**config.mk**
```make
export PLATFORM = sky130hd
export DESIGN_NAME = bus_arbiter_flat
export DESIGN_NICKNAME = d
export VERILOG_FILES = /design/src/rtl/bus_arbiter_if.sv /design/src/rtl/bus_arbiter.sv /design/src/flat_wrapper.sv
export SDC_FILE = /design/constraint.sdc
export NUM_CORES = 1
export LEC_CHECK = 0
export CAP_MARGIN = 20
export CORE_AREA = 2 2 118 120
export CTS_CLUSTER_SIZE = 10
export DETAILED_ROUTE_END_ITERATION = 8
export DIE_AREA = 0 0 120 122
export MAX_ROUTING_LAYER = met4
export PLACE_DENSITY = 0.75
export SLEW_MARGIN = 25
export SYNTH_ARGS = -nofsm -noshare
export SYNTH_HDL_FRONTEND = slang
export SYNTH_SLANG_ARGS = --single-unit
export TNS_END_PERCENT = 30
```
**constraint.sdc**
```tcl
create_clock -name clock -period 3.4 [get_ports clock]
set_input_delay 0.34 -clock clock [delete_from_list [all_inputs] [get_ports clock]]
set_output_delay 0.34 -clock clock [all_outputs]
set_load 0.01 [all_outputs]
```
**src/rtl/bus_arbiter_if.sv**
```systemverilog
// bus_arbiter_if: requester and memory-side signals of the two-to-one bus
// arbiter, grouped into one bundle.
//   slave  : arbiter view (serves IFU/LSU requests, drives the memory port)
//   master : environment view (requesters and downstream memory)
interface bus_arbiter_if #(
  parameter int ADDR_W = 32,
  parameter int DATA_W = 32
);
  // IFU requester
  logic                ifu_reqValid;
  logic [ADDR_W-1:0]   ifu_addr;
  logic                ifu_respValid;
  logic [DATA_W-1:0]   ifu_rdata;

  // LSU requester
  logic                lsu_reqValid;
  logic [ADDR_W-1:0]   lsu_addr;
  logic [1:0]          lsu_size;
  logic                lsu_wen;
  logic [DATA_W-1:0]   lsu_wdata;
  logic [DATA_W/8-1:0] lsu_wmask;
  logic                lsu_respValid;
  logic [DATA_W-1:0]   lsu_rdata;

  // Downstream memory port
  logic                mem_reqValid;
  logic [ADDR_W-1:0]   mem_addr;
  logic [1:0]          mem_size;
  logic                mem_wen;
  logic [DATA_W-1:0]   mem_wdata;
  logic [DATA_W/8-1:0] mem_wmask;
  logic                mem_respValid;
  logic [DATA_W-1:0]   mem_rdata;

  modport slave (
    input  ifu_reqValid, ifu_addr,
    output ifu_respValid, ifu_rdata,
    input  lsu_reqValid, lsu_addr, lsu_size, lsu_wen, lsu_wdata, lsu_wmask,
    output lsu_respValid, lsu_rdata,
    output mem_reqValid, mem_addr, mem_size, mem_wen, mem_wdata, mem_wmask,
    input  mem_respValid, mem_rdata
  );

  modport master (
    output ifu_reqValid, ifu_addr,
    input  ifu_respValid, ifu_rdata,
    output lsu_reqValid, lsu_addr, lsu_size, lsu_wen, lsu_wdata, lsu_wmask,
    input  lsu_respValid, lsu_rdata,
    input  mem_reqValid, mem_addr, mem_size, mem_wen, mem_wdata, mem_wmask,
    output mem_respValid, mem_rdata
  );
endinterface

```
**src/rtl/bus_arbiter.sv**
```systemverilog
// bus_arbiter: shares the core's single memory port between the instruction
// fetch unit (IFU) and the load/store unit (LSU). One transaction is in
// flight at a time; the granted request is registered onto the memory port
// and the response is returned to the owner as a one-cycle registered pulse.
//
// Optional feature macro: BUS_ARB_RR_EN
//   defined   -> round-robin on simultaneous requests (pointer register)
//   undefined -> fixed priority, LSU wins simultaneous requests
module bus_arbiter #(
  parameter int ADDR_W = 32,
  parameter int DATA_W = 32
) (
  input  logic          clock,
  input  logic          reset,
  bus_arbiter_if.slave  bus
);

  localparam int MASK_W = DATA_W / 8;

  typedef enum logic [1:0] {
    IDLE = 2'd0,
    BUSY = 2'd1,
    RESP = 2'd2
  } state_t;

  state_t              state_q;
  state_t              state_d;

  logic                grant;
  logic                grant_ifu;
  logic                complete;
  logic                pick_ifu;

  logic                owner_ifu_q;
  logic                mem_req_q;
  logic [ADDR_W-1:0]   mem_addr_q;
  logic [1:0]          mem_size_q;
  logic                mem_wen_q;
  logic [DATA_W-1:0]   mem_wdata_q;
  logic [MASK_W-1:0]   mem_wmask_q;
  logic [DATA_W-1:0]   rdata_q;
  logic                ifu_resp_q;
  logic                lsu_resp_q;

`ifdef BUS_ARB_RR_EN
  // 1: IFU preferred on the next simultaneous request; reset prefers LSU
  logic                rr_ifu_pref_q;
`endif

  // Winner selection, only meaningful when at least one request is up
  always_comb begin
    pick_ifu = 1'b0;
`ifdef BUS_ARB_RR_EN
    pick_ifu = bus.ifu_reqValid && (!bus.lsu_reqValid || rr_ifu_pref_q);
`else
    pick_ifu = bus.ifu_reqValid && !bus.lsu_reqValid;
`endif
  end

  // State register
  always_ff @(posedge clock or negedge reset) begin
    if (!reset) begin
      state_q <= IDLE;
    end else begin
      state_q <= state_d;
    end
  end

  // Next-state and grant/complete decode
  always_comb begin
    state_d   = state_q;
    grant     = 1'b0;
    grant_ifu = 1'b0;
    complete  = 1'b0;
    unique case (state_q)
      IDLE: begin
        if (bus.ifu_reqValid || bus.lsu_reqValid) begin
          grant     = 1'b1;
          grant_ifu = pick_ifu;
          state_d   = BUSY;
        end
      end
      BUSY: begin
        if (bus.mem_respValid) begin
          complete = 1'b1;
          state_d  = RESP;
        end
      end
      RESP: begin
        state_d = IDLE;
      end
      default: begin
        state_d = IDLE;
      end
    endcase
  end

  // Memory-port request registers, shared rdata and response pulses
  always_ff @(posedge clock or negedge reset) begin
    if (!reset) begin
      owner_ifu_q <= 1'b0;
      mem_req_q   <= 1'b0;
      mem_addr_q  <= '0;
      mem_size_q  <= '0;
      mem_wen_q   <= 1'b0;
      mem_wdata_q <= '0;
      mem_wmask_q <= '0;
      rdata_q     <= '0;
      ifu_resp_q  <= 1'b0;
      lsu_resp_q  <= 1'b0;
    end else begin
      ifu_resp_q <= 1'b0;
      lsu_resp_q <= 1'b0;
      if (grant) begin
        mem_req_q   <= 1'b1;
        owner_ifu_q <= grant_ifu;
        if (grant_ifu) begin
          mem_addr_q  <= bus.ifu_addr;
          mem_size_q  <= 2'd2;
          mem_wen_q   <= 1'b0;
          mem_wdata_q <= '0;
          mem_wmask_q <= '1;
        end else begin
          mem_addr_q  <= bus.lsu_addr;
          mem_size_q  <= bus.lsu_size;
          mem_wen_q   <= bus.lsu_wen;
          mem_wdata_q <= bus.lsu_wdata;
          mem_wmask_q <= bus.lsu_wmask;
        end
      end
      if (complete) begin
        mem_req_q  <= 1'b0;
        rdata_q    <= bus.mem_rdata;
        ifu_resp_q <= owner_ifu_q;
        lsu_resp_q <= !owner_ifu_q;
      end
    end
  end

`ifdef BUS_ARB_RR_EN
  // Round-robin pointer: after each grant, prefer the other requester
  always_ff @(posedge clock or negedge reset) begin
    if (!reset) begin
      rr_ifu_pref_q <= 1'b0;
    end else if (grant) begin
      rr_ifu_pref_q <= !grant_ifu;
    end
  end
`endif

  assign bus.mem_reqValid  = mem_req_q;
  assign bus.mem_addr      = mem_addr_q;
  assign bus.mem_size      = mem_size_q;
  assign bus.mem_wen       = mem_wen_q;
  assign bus.mem_wdata     = mem_wdata_q;
  assign bus.mem_wmask     = mem_wmask_q;

  assign bus.ifu_respValid = ifu_resp_q;
  assign bus.lsu_respValid = lsu_resp_q;
  assign bus.ifu_rdata     = rdata_q;
  assign bus.lsu_rdata     = rdata_q;

endmodule

```
**src/flat_wrapper.sv**
```systemverilog
// flat-port wrapper written by rule: the top's interface ports become plain ports
module bus_arbiter_flat 
#(
  parameter int ADDR_W = 32,
  parameter int DATA_W = 32
)
  (clock, reset, bus_ifu_reqValid, bus_ifu_addr, bus_ifu_respValid, bus_ifu_rdata, bus_lsu_reqValid, bus_lsu_addr, bus_lsu_size, bus_lsu_wen, bus_lsu_wdata, bus_lsu_wmask, bus_lsu_respValid, bus_lsu_rdata, bus_mem_reqValid, bus_mem_addr, bus_mem_size, bus_mem_wen, bus_mem_wdata, bus_mem_wmask, bus_mem_respValid, bus_mem_rdata);
  bus_arbiter_if #(.ADDR_W(ADDR_W), .DATA_W(DATA_W)) bus_i ();
  input  logic clock;
  input  logic reset;
  input wire logic [$bits(bus_i.ifu_reqValid)-1:0] bus_ifu_reqValid;
  input wire logic [$bits(bus_i.ifu_addr)-1:0] bus_ifu_addr;
  output wire logic [$bits(bus_i.ifu_respValid)-1:0] bus_ifu_respValid;
  output wire logic [$bits(bus_i.ifu_rdata)-1:0] bus_ifu_rdata;
  input wire logic [$bits(bus_i.lsu_reqValid)-1:0] bus_lsu_reqValid;
  input wire logic [$bits(bus_i.lsu_addr)-1:0] bus_lsu_addr;
  input wire logic [$bits(bus_i.lsu_size)-1:0] bus_lsu_size;
  input wire logic [$bits(bus_i.lsu_wen)-1:0] bus_lsu_wen;
  input wire logic [$bits(bus_i.lsu_wdata)-1:0] bus_lsu_wdata;
  input wire logic [$bits(bus_i.lsu_wmask)-1:0] bus_lsu_wmask;
  output wire logic [$bits(bus_i.lsu_respValid)-1:0] bus_lsu_respValid;
  output wire logic [$bits(bus_i.lsu_rdata)-1:0] bus_lsu_rdata;
  output wire logic [$bits(bus_i.mem_reqValid)-1:0] bus_mem_reqValid;
  output wire logic [$bits(bus_i.mem_addr)-1:0] bus_mem_addr;
  output wire logic [$bits(bus_i.mem_size)-1:0] bus_mem_size;
  output wire logic [$bits(bus_i.mem_wen)-1:0] bus_mem_wen;
  output wire logic [$bits(bus_i.mem_wdata)-1:0] bus_mem_wdata;
  output wire logic [$bits(bus_i.mem_wmask)-1:0] bus_mem_wmask;
  input wire logic [$bits(bus_i.mem_respValid)-1:0] bus_mem_respValid;
  input wire logic [$bits(bus_i.mem_rdata)-1:0] bus_mem_rdata;
  assign bus_i.ifu_reqValid = bus_ifu_reqValid;
  assign bus_i.ifu_addr = bus_ifu_addr;
  assign bus_ifu_respValid = bus_i.ifu_respValid;
  assign bus_ifu_rdata = bus_i.ifu_rdata;
  assign bus_i.lsu_reqValid = bus_lsu_reqValid;
  assign bus_i.lsu_addr = bus_lsu_addr;
  assign bus_i.lsu_size = bus_lsu_size;
  assign bus_i.lsu_wen = bus_lsu_wen;
  assign bus_i.lsu_wdata = bus_lsu_wdata;
  assign bus_i.lsu_wmask = bus_lsu_wmask;
  assign bus_lsu_respValid = bus_i.lsu_respValid;
  assign bus_lsu_rdata = bus_i.lsu_rdata;
  assign bus_mem_reqValid = bus_i.mem_reqValid;
  assign bus_mem_addr = bus_i.mem_addr;
  assign bus_mem_size = bus_i.mem_size;
  assign bus_mem_wen = bus_i.mem_wen;
  assign bus_mem_wdata = bus_i.mem_wdata;
  assign bus_mem_wmask = bus_i.mem_wmask;
  assign bus_i.mem_respValid = bus_mem_respValid;
  assign bus_i.mem_rdata = bus_mem_rdata;
  bus_arbiter #(.ADDR_W(ADDR_W), .DATA_W(DATA_W)) u_core (.clock(clock), .reset(reset), .bus(bus_i));
endmodule
```
* Yosys cells after proc, flatten, opt, wreduce, memory -nomap -nowiden
Cells that the tools add are included.
** Operators by class
- Multiplexer cells :: 18
- Reductions and logical operators :: 7
- Eq/ne operators :: 3
** Operators with widths (number)
- $mux 32 :: 2
- $mux 1 :: 11
- $mux 2 :: 3
- $mux 4 :: 1
- $pmux 2 s2 :: 1
- $eq 2x1->1 const B :: 1
- $logic_not 1->1 :: 2
- $logic_not 2->1 :: 1
- $ne 2x1->1 const B :: 1
- $ne 2x2->1 const B :: 1
- $reduce_and 2->1 :: 1
- $reduce_bool 2->1 :: 1
- $logic_and 1x1->1 :: 1
- $logic_or 1x1->1 :: 1
** Storage, ports and cells
- Flip-flop bits (word level) :: 109
- Bits of input ports :: 140

* Logic depth before layout (Yosys ltp)
Gate-level depths: netlist of the first run.
- Word-level depth :: 5
- Depth in mapped cells :: 6

* Worst setup path before layout of the first run
Ideal clock, no wire load.
- Path type :: reg2reg
- From :: register u_core.state_q[0]
- To :: register u_core.mem_addr_q[15] (netlist: u_core.bus.mem_addr[15])
- Stages on the path, launching flop included :: 4
- Clock period less this slack :: 1.501 ns
- Slack :: 1.899 ns
- Setup time :: 0.125 ns
- Arrival :: 1.376 ns
- Cells stage by stage :: dfrtp_1 or4b_4 a22o_1 mux2_4
** On the way
- Cells in the longest elaborated chain, start to end :: 3
- Elaborated cells between the ends (all ways) :: 4
- Those cells by class :: mux: 3; reduce/logical: 1
** Ends and longest elaborated chain
- start: declaration :: line bus_arbiter.sv:26 : state_t state_q;
- start signal: assignment :: line bus_arbiter.sv:65 : state_q <= state_d;
- $logic_not 2->1 * :: line bus_arbiter.sv:75 : unique case (state_q)
- $mux 1 :: line bus_arbiter.sv:75
- $mux 32 :: line bus_arbiter.sv:117 : if (grant_ifu) begin
- end signal: assignment :: line bus_arbiter.sv:118 : mem_addr_q <= bus.ifu_addr;
- end signal: assignment :: line bus_arbiter.sv:124 : mem_addr_q <= bus.lsu_addr;
- end: declaration :: line bus_arbiter.sv:36 : logic [ADDR_W-1:0] mem_addr_q;
Mark *: on every way between the ends. The rest lies on a longest branch, timed or not.
A chain may end at the register's enable or synchronous reset.

* Final worst setup path of the first run
- From :: register u_core.state_q[0]
- To :: register u_core.mem_addr_q[7] (netlist: u_core.bus.mem_addr[7])
Same word-level chain as after synthesis.

==> results.py, run 1 <==
metrics = {
    "status": {
        "status": "complete, no violations",
    },
    "worst_setup_path": {
        "critPathMaxStageDelay_ns": 0.65,
        "r2r-start": "u_core.state_q[0]$_DFFE_PN0P_",
        "rrSetupSlack_ns": 1.36,
        "required_ns": 3.67,
        "rr_endpoint": "u_core.bus.mem_addr[7]$_DFFE_PN0P_",
        "worstPathArrival_ns": 2.32,
        "worstPathCellList": "nor2_1 > o21a_2 > buf_4 > mux2i_1",
        "rr_worst_depth": 4,
        "crit_fanout": 22,
        "start_kind": "flop",
        "slowest_stage": "o21a_2",
        "path_class": "flop to flop",
        "crit_start": "u_core.state_q[0]$_DFFE_PN0P_",
        "worstSetupEndpointType": "flop",
    },
    "cells_and_area": {
        "drive_above_1_share_pct": 10.2,
        "num-nets-final": 726,
        "nFillCells": 1160,
        "finalInstanceArea_um2": 7530,
        "finish.utilization_pct": 55.8,
        "diodes": 0,
        "area_growth_pct": 65.5,
    },
    "global_route": {
        "grt_usage_pct": 18.3,
        "antenna_found_initial": 0,
        "grt_max_degree": 85,
        "grt-ovfl-total": 0,
        "grt_first_pass_wirelength_mm": 20.0,
        "grt_pass1_vias": 3764,
    },
    "logic_synthesis": {
        "synth_warnings": 0,
        "syn-num-nets": 485,
        "synth-seq-cells": 109,
        "syn_area_um2": 4550,
        "syn_avg_cell_area_um2": 13.2,
        "ys_types": 23,
        "synth_top_cell_by_area": "dfrtp_1",
        "synthTopCellsByArea": "dfrtp_1 60%, mux2_2 7.9%, a22o_1 7.1%",
        "yosysSeqAreaShare_pct": 59.9,
        "synthCells": 345,
        "synth_top_area_share_pct": 59.9,
    },
    "place": {
        "dpl-instance-area_um2": 7250,
        "place.gp.congestion": 0.862,
        "portBuffers": 277,
        "dp_hpwl_mm": 9.86,
    },
    "clocking": {
        "cts.sinks": 109,
        "cts_made_buffers": 9,
        "insertion_delay_ns": 0.35,
        "htreeDepth": 3,
        "cts_resized": 0,
        "path_clk_slew_ns": 0.07,
        "cts_hold_buffers": 0,
        "cts_tree": "built",
        "root_buffer": "clkbuf_16",
        "post_cts_buffers": 0,
        "clockBufferDepth": 2,
    },
    "drt": {
        "drt_wl_total_mm": 13.2,
        "dr.pass1.iters": 4,
        "drt_iter0_markers": 138,
        "postRouteAntennaNets": 0,
        "viasPerCell": 4.67,
        "drc_errors": 0,
        "dr_total_vias": 3594,
        "wl_per_cell_um": 17.2,
    },
    "floorplan": {
        "die-area_um2": 14600,
        "fp.coreArea_um2": 13500,
        "core.rowCount": 43,
        "ios": 278,
        "die_h_um": 122,
        "die_x_um": 120,
        "start_util_pct": 33.7,
    },
    "sta": {
        "hold_viol": 0,
        "report.final.slew_viol_count": 0,
        "fin_tns_setup_ns": 0,
        "max_freq_mhz": 490,
        "relSlewSlack_pct": 50.5,
        "period_needed_ns": 2.04,
        "setup_viol": 0,
        "period_share_pct": 60.1,
        "tightest_slew_ns": 0.742,
        "rsz0062_at_grt": "false",
        "skew_ns": 0.00529,
    },
    "pwr": {
        "vdd_ir_drop_max_v": 0.000381,
        "power.leakage_uw": 0.00324,
        "powerDensity_nw_per_um2": 900,
    },
    "flow_run": {
        "drv_cap": 0,
    },
    "min_path": {
        "hold_path.class": "input pin to asynchronous set/reset pin",
    },
}
==> worst max path at each step <==
stage                                                to  slack, ns
floorplan           u_core.bus.mem_addr[15]$_DFFE_PN0P_       1.90
global placement     u_core.bus.mem_addr[4]$_DFFE_PN0P_       1.23
detailed placement   u_core.bus.mem_addr[1]$_DFFE_PN0P_       1.11
CTS                  u_core.bus.mem_addr[1]$_DFFE_PN0P_       1.33
global route         u_core.bus.mem_addr[1]$_DFFE_PN0P_       1.21
finish               u_core.bus.mem_addr[7]$_DFFE_PN0P_       1.36
==> registers in the layout (all words and copies together), names as in the netlist <==
| name | count |
|---|---|
| u_core.bus.mem_wen | 1 |
| u_core.bus.mem_wmask | 4 |
| u_core.bus.ifu_respValid | 1 |
| u_core.owner_ifu_q | 1 |
| u_core.bus.mem_reqValid | 1 |
| u_core.bus.lsu_respValid | 1 |
| u_core.bus.mem_size | 2 |
| u_core.state_q | 2 |
| u_core.bus.ifu_rdata | 32 |
| u_core.bus.mem_wdata | 32 |
| u_core.bus.mem_addr | 32 |
==> layer usage <==
metal	vias to the layer above	wire [um]	track usage (%)
li1	1667	-	-
met1	1747	5220	20.5
met2	151	6760	30.9
met3	29	868	4.73
met4	0	357	7.94
met5	-	0	-
==> worst max-delay path, delay by kind of cell, from the launching register on <==
| family | cells | cell delay [ns] |
|---|---|---|
| AO/OA/AOI/OAI | 1 | 0.65 |
| flip-flops | 1 | 0.45 |
| buffers and inverters | 1 | 0.38 |
| AND/OR/NAND/NOR | 1 | 0.26 |
| multiplexers | 1 | 0.22 |
==> cell families after synthesis <==
kind of cell | synth area share [%]
multiplexers | 15.3
AO/OA/AOI/OAI | 12.6
buffers and inverters | 10.4
flip-flops | 59.9
AND/OR/NAND/NOR | 1.70
==> report_power, final <==
group / switching (uW) / internal, uW
registers: 418 / 1940
logic: 1340 / 2090
clock network: 444 / 553
==> placed cells by master (no fill, tap or decap), types with 2 or more instances in the layout <==
cell and count:
buf_4 7, clkdlybuf4s50_1 276, clkbuf_16 9, mux2i_1 29, clkbuf_1 2, o22a_1 5
inv_1 31, mux2_4 3, nor2_1 3, a22o_1 37, nand2_1 3, clkbuf_8 3
o21ai_0 2, dfrtp_1 109, mux2_2 32, o22ai_1 29
==> cell type report <==
type                       count  area [um^2]  area share, %
clock inverter                 1         5.00         0.0664
clock buffer                  14          274           3.64
inverter                      31          116           1.54
timing repair buffer         284         2830           37.5
sequential                   109         2730           36.2
tap                          180          225           2.99
multi-input combinational    151         1360           18.0
==> Yosys cell counts, drive strengths merged <==
cell,count
dfrtp,109
buf,47
a22o,37
mux2,35
inv,31
mux2i,29
o22ai,29
clkbuf,7
o22a,5
nand2,3
nor2,3
o21ai,3
and2,1
nand2b,1
nand3b,1
nor2b,1
nor4b,1
o21a,1
or4b,1
==> through the flow <==
stage,setup WS [ns],hold slack [ns],power [uW],cells
floorplan,1.90,0.0444,3980,345
global placement,1.23,0.422,5750,755
detailed placement,1.11,0.434,5830,755
CTS,1.33,0.214,6870,770
global route,1.21,0.100,7160,770
finish,1.36,0.0282,6780,770
(Power assumes the default switching activity.)
==> run 2: changes to the inputs <==
- clock period: 3.4 -> 1.95 ns (I/O delays scaled with it)
==> run 2 against run 1 <==
  * Non-clock buffer count up 6
  * Hold slack better by 0.29 ns
  * Critical path depth down 1
  * Core utilization up 0.80 points
  * Cell area up 1.4%
  * First-iteration DRC count down 8.0%
  * Die area unchanged
  * Sequential share of layout area down 0.51 points
  * Sequential power up 74%
==> results.py, run 2 (synthesized netlist as in run 1, its figures left out) <==
metrics = {
    "status": {
        "status": "complete, no violations",
    },
    "floorplan": {
        "die-area_um2": 14600,
        "ios": 278,
        "core.rowCount": 43,
        "start_util_pct": 33.7,
        "fp.coreArea_um2": 13500,
        "die_x_um": 120,
        "die_h_um": 122,
    },
    "global_route": {
        "antenna_found_initial": 0,
        "grt_max_degree": 61,
        "grt-ovfl-total": 0,
        "grt_first_pass_wirelength_mm": 20.4,
        "grt_pass1_vias": 3810,
        "grt_usage_pct": 18.6,
    },
    "cells_and_area": {
        "final-seq-area_um2": 2730,
        "layout_common_cells": "276 x clkdlybuf4s50_1, 109 x dfrtp_1, 37 x a22o_1, 32 x mux2_2, 31 x inv_1",
        "drive_above_1_share_pct": 10.9,
        "area_growth_pct": 67.9,
        "instances_no_fill": 775,
        "finalInstanceArea_um2": 7640,
        "final_common_cell": "clkdlybuf4s50_1",
        "num-nets-final": 732,
        "multiInputGateArea_um2": 1360,
        "diodes": 0,
        "nFillCells": 1118,
    },
    "worst_setup_path": {
        "required_ns": 2.18,
        "rrSetupSlack_ns": 0.34,
        "start_kind": "flop",
        "worstSetupEndpointType": "flop",
        "worstPathArrival_ns": 1.84,
        "path_class": "flop to flop",
        "crit_fanout": 5,
    },
    "clocking": {
        "htreeDepth": 3,
        "cts_tree": "built",
        "clockBufferDepth": 2,
        "path_clk_slew_ns": 0.07,
        "post_cts_buffers": 0,
        "insertion_delay_ns": 0.34,
        "root_buffer": "clkbuf_16",
        "cts.sinks": 109,
        "cts_made_buffers": 9,
    },
    "pwr": {
        "power.leakage_uw": 0.00329,
        "powerDensity_nw_per_um2": 1570,
        "vdd_ir_drop_max_v": 0.000606,
    },
    "drt": {
        "dr.pass1.iters": 4,
        "wl_per_cell_um": 17.0,
        "drc_errors": 0,
        "drt_iter0_markers": 127,
        "postRouteAntennaNets": 0,
        "dr_total_vias": 3628,
        "drt_wl_total_mm": 13.2,
        "viasPerCell": 4.68,
    },
    "place": {
        "place_ws_ns": 0.175,
        "portBuffers": 277,
        "dpl.cell_count": 760,
        "dpl-instance-area_um2": 7350,
        "dp_hpwl_mm": 9.85,
        "place.gp.congestion": 0.799,
    },
    "sta": {
        "tightest_slew_ns": 0.380,
        "hold_viol": 0,
        "relSlewSlack_pct": 74.7,
        "rsz0062_at_grt": "false",
        "max_freq_mhz": 621,
        "worst_slack_ns": 0.338,
        "report.final.slew_viol_count": 0,
        "skew_ns": 0.00568,
        "period_needed_ns": 1.61,
        "setup_viol": 0,
        "period_share_pct": 82.6,
        "fin_tns_setup_ns": 0,
    },
    "flow_run": {
        "drv_cap": 0,
    },
    "min_path": {
        "hold_path.class": "input pin to asynchronous set/reset pin",
    },
}
run 2: critical path, stage by stage, from the launching register on:
cell	delay (ns)
dfrtp_1	0.45
or4b_4	0.59
a22o_1	0.21
mux2_4	0.26
run 2: repair_timing:
action / CTS / global route
hold endpoints to repair: 26 / 0
resized for setup: 0 / 0
hold buffers: 1 / 0
run 2: through the flow:
stage	util, %	hold WS, ns	total power [uW]
2_1_floorplan	-	-0.101	6950
3_3_place_gp	54.4	0.138	10100
3_5_place_dp	54.4	0.144	10300
4_1_cts	56.6	0.316	12100
5_1_grt	56.6	0.351	12600
6_report	56.6	0.317	12000
run 2: power by group:
group	internal, uW	leakage, uW	switching [uW]
Sequential	3380	0.00132	734
Clock	983	0.000134	784
Combinational	3740	0.00183	2350
Total	8100	0.00329	3870
run 2: layout make-up:
cell class | count | share of cell area [%]
tap | 180 | 2.95
clock inverter | 4 | 0.671
multi-input combinational | 151 | 17.8
inverter | 31 | 1.52
sequential | 109 | 35.7
timing repair buffer | 290 | 38.4
clock buffer | 10 | 3.00
run 2: routing by layer:
metal / wire length [um] / vias up / share of wire [%] / GRT usage (%)
li1: - / 1675 / - / -
met1: 5250 / 1783 / 40 / 21.4
met2: 6790 / 148 / 51 / 31.2
met3: 829 / 22 / 6.3 / 3.98
met4: 313 / 0 / 2.4 / 8.38
met5: 0 / - / 0 / -
run 2: final timing paths:
check / from / end / cells after the start
worst max-delay path: u_core.state_q[0]$_DFFE_PN0P_ / u_core.bus.mem_addr[15]$_DFFE_PN0P_ / 3
worst min-delay path: reset / u_core.bus.mem_addr[3]$_DFFE_PN0P_ / 2
worst max register to register: u_core.state_q[0]$_DFFE_PN0P_ / u_core.bus.mem_addr[15]$_DFFE_PN0P_ / 3
worst min register to register: u_core.owner_ifu_q$_DFFE_PN0P_ / u_core.bus.lsu_respValid$_DFF_PN0_ / 1
max in group asynchronous: reset / u_core.bus.mem_wdata[19]$_DFFE_PN0P_ / 3
min in group clock: u_core.owner_ifu_q$_DFFE_PN0P_ / u_core.bus.lsu_respValid$_DFF_PN0_ / 1
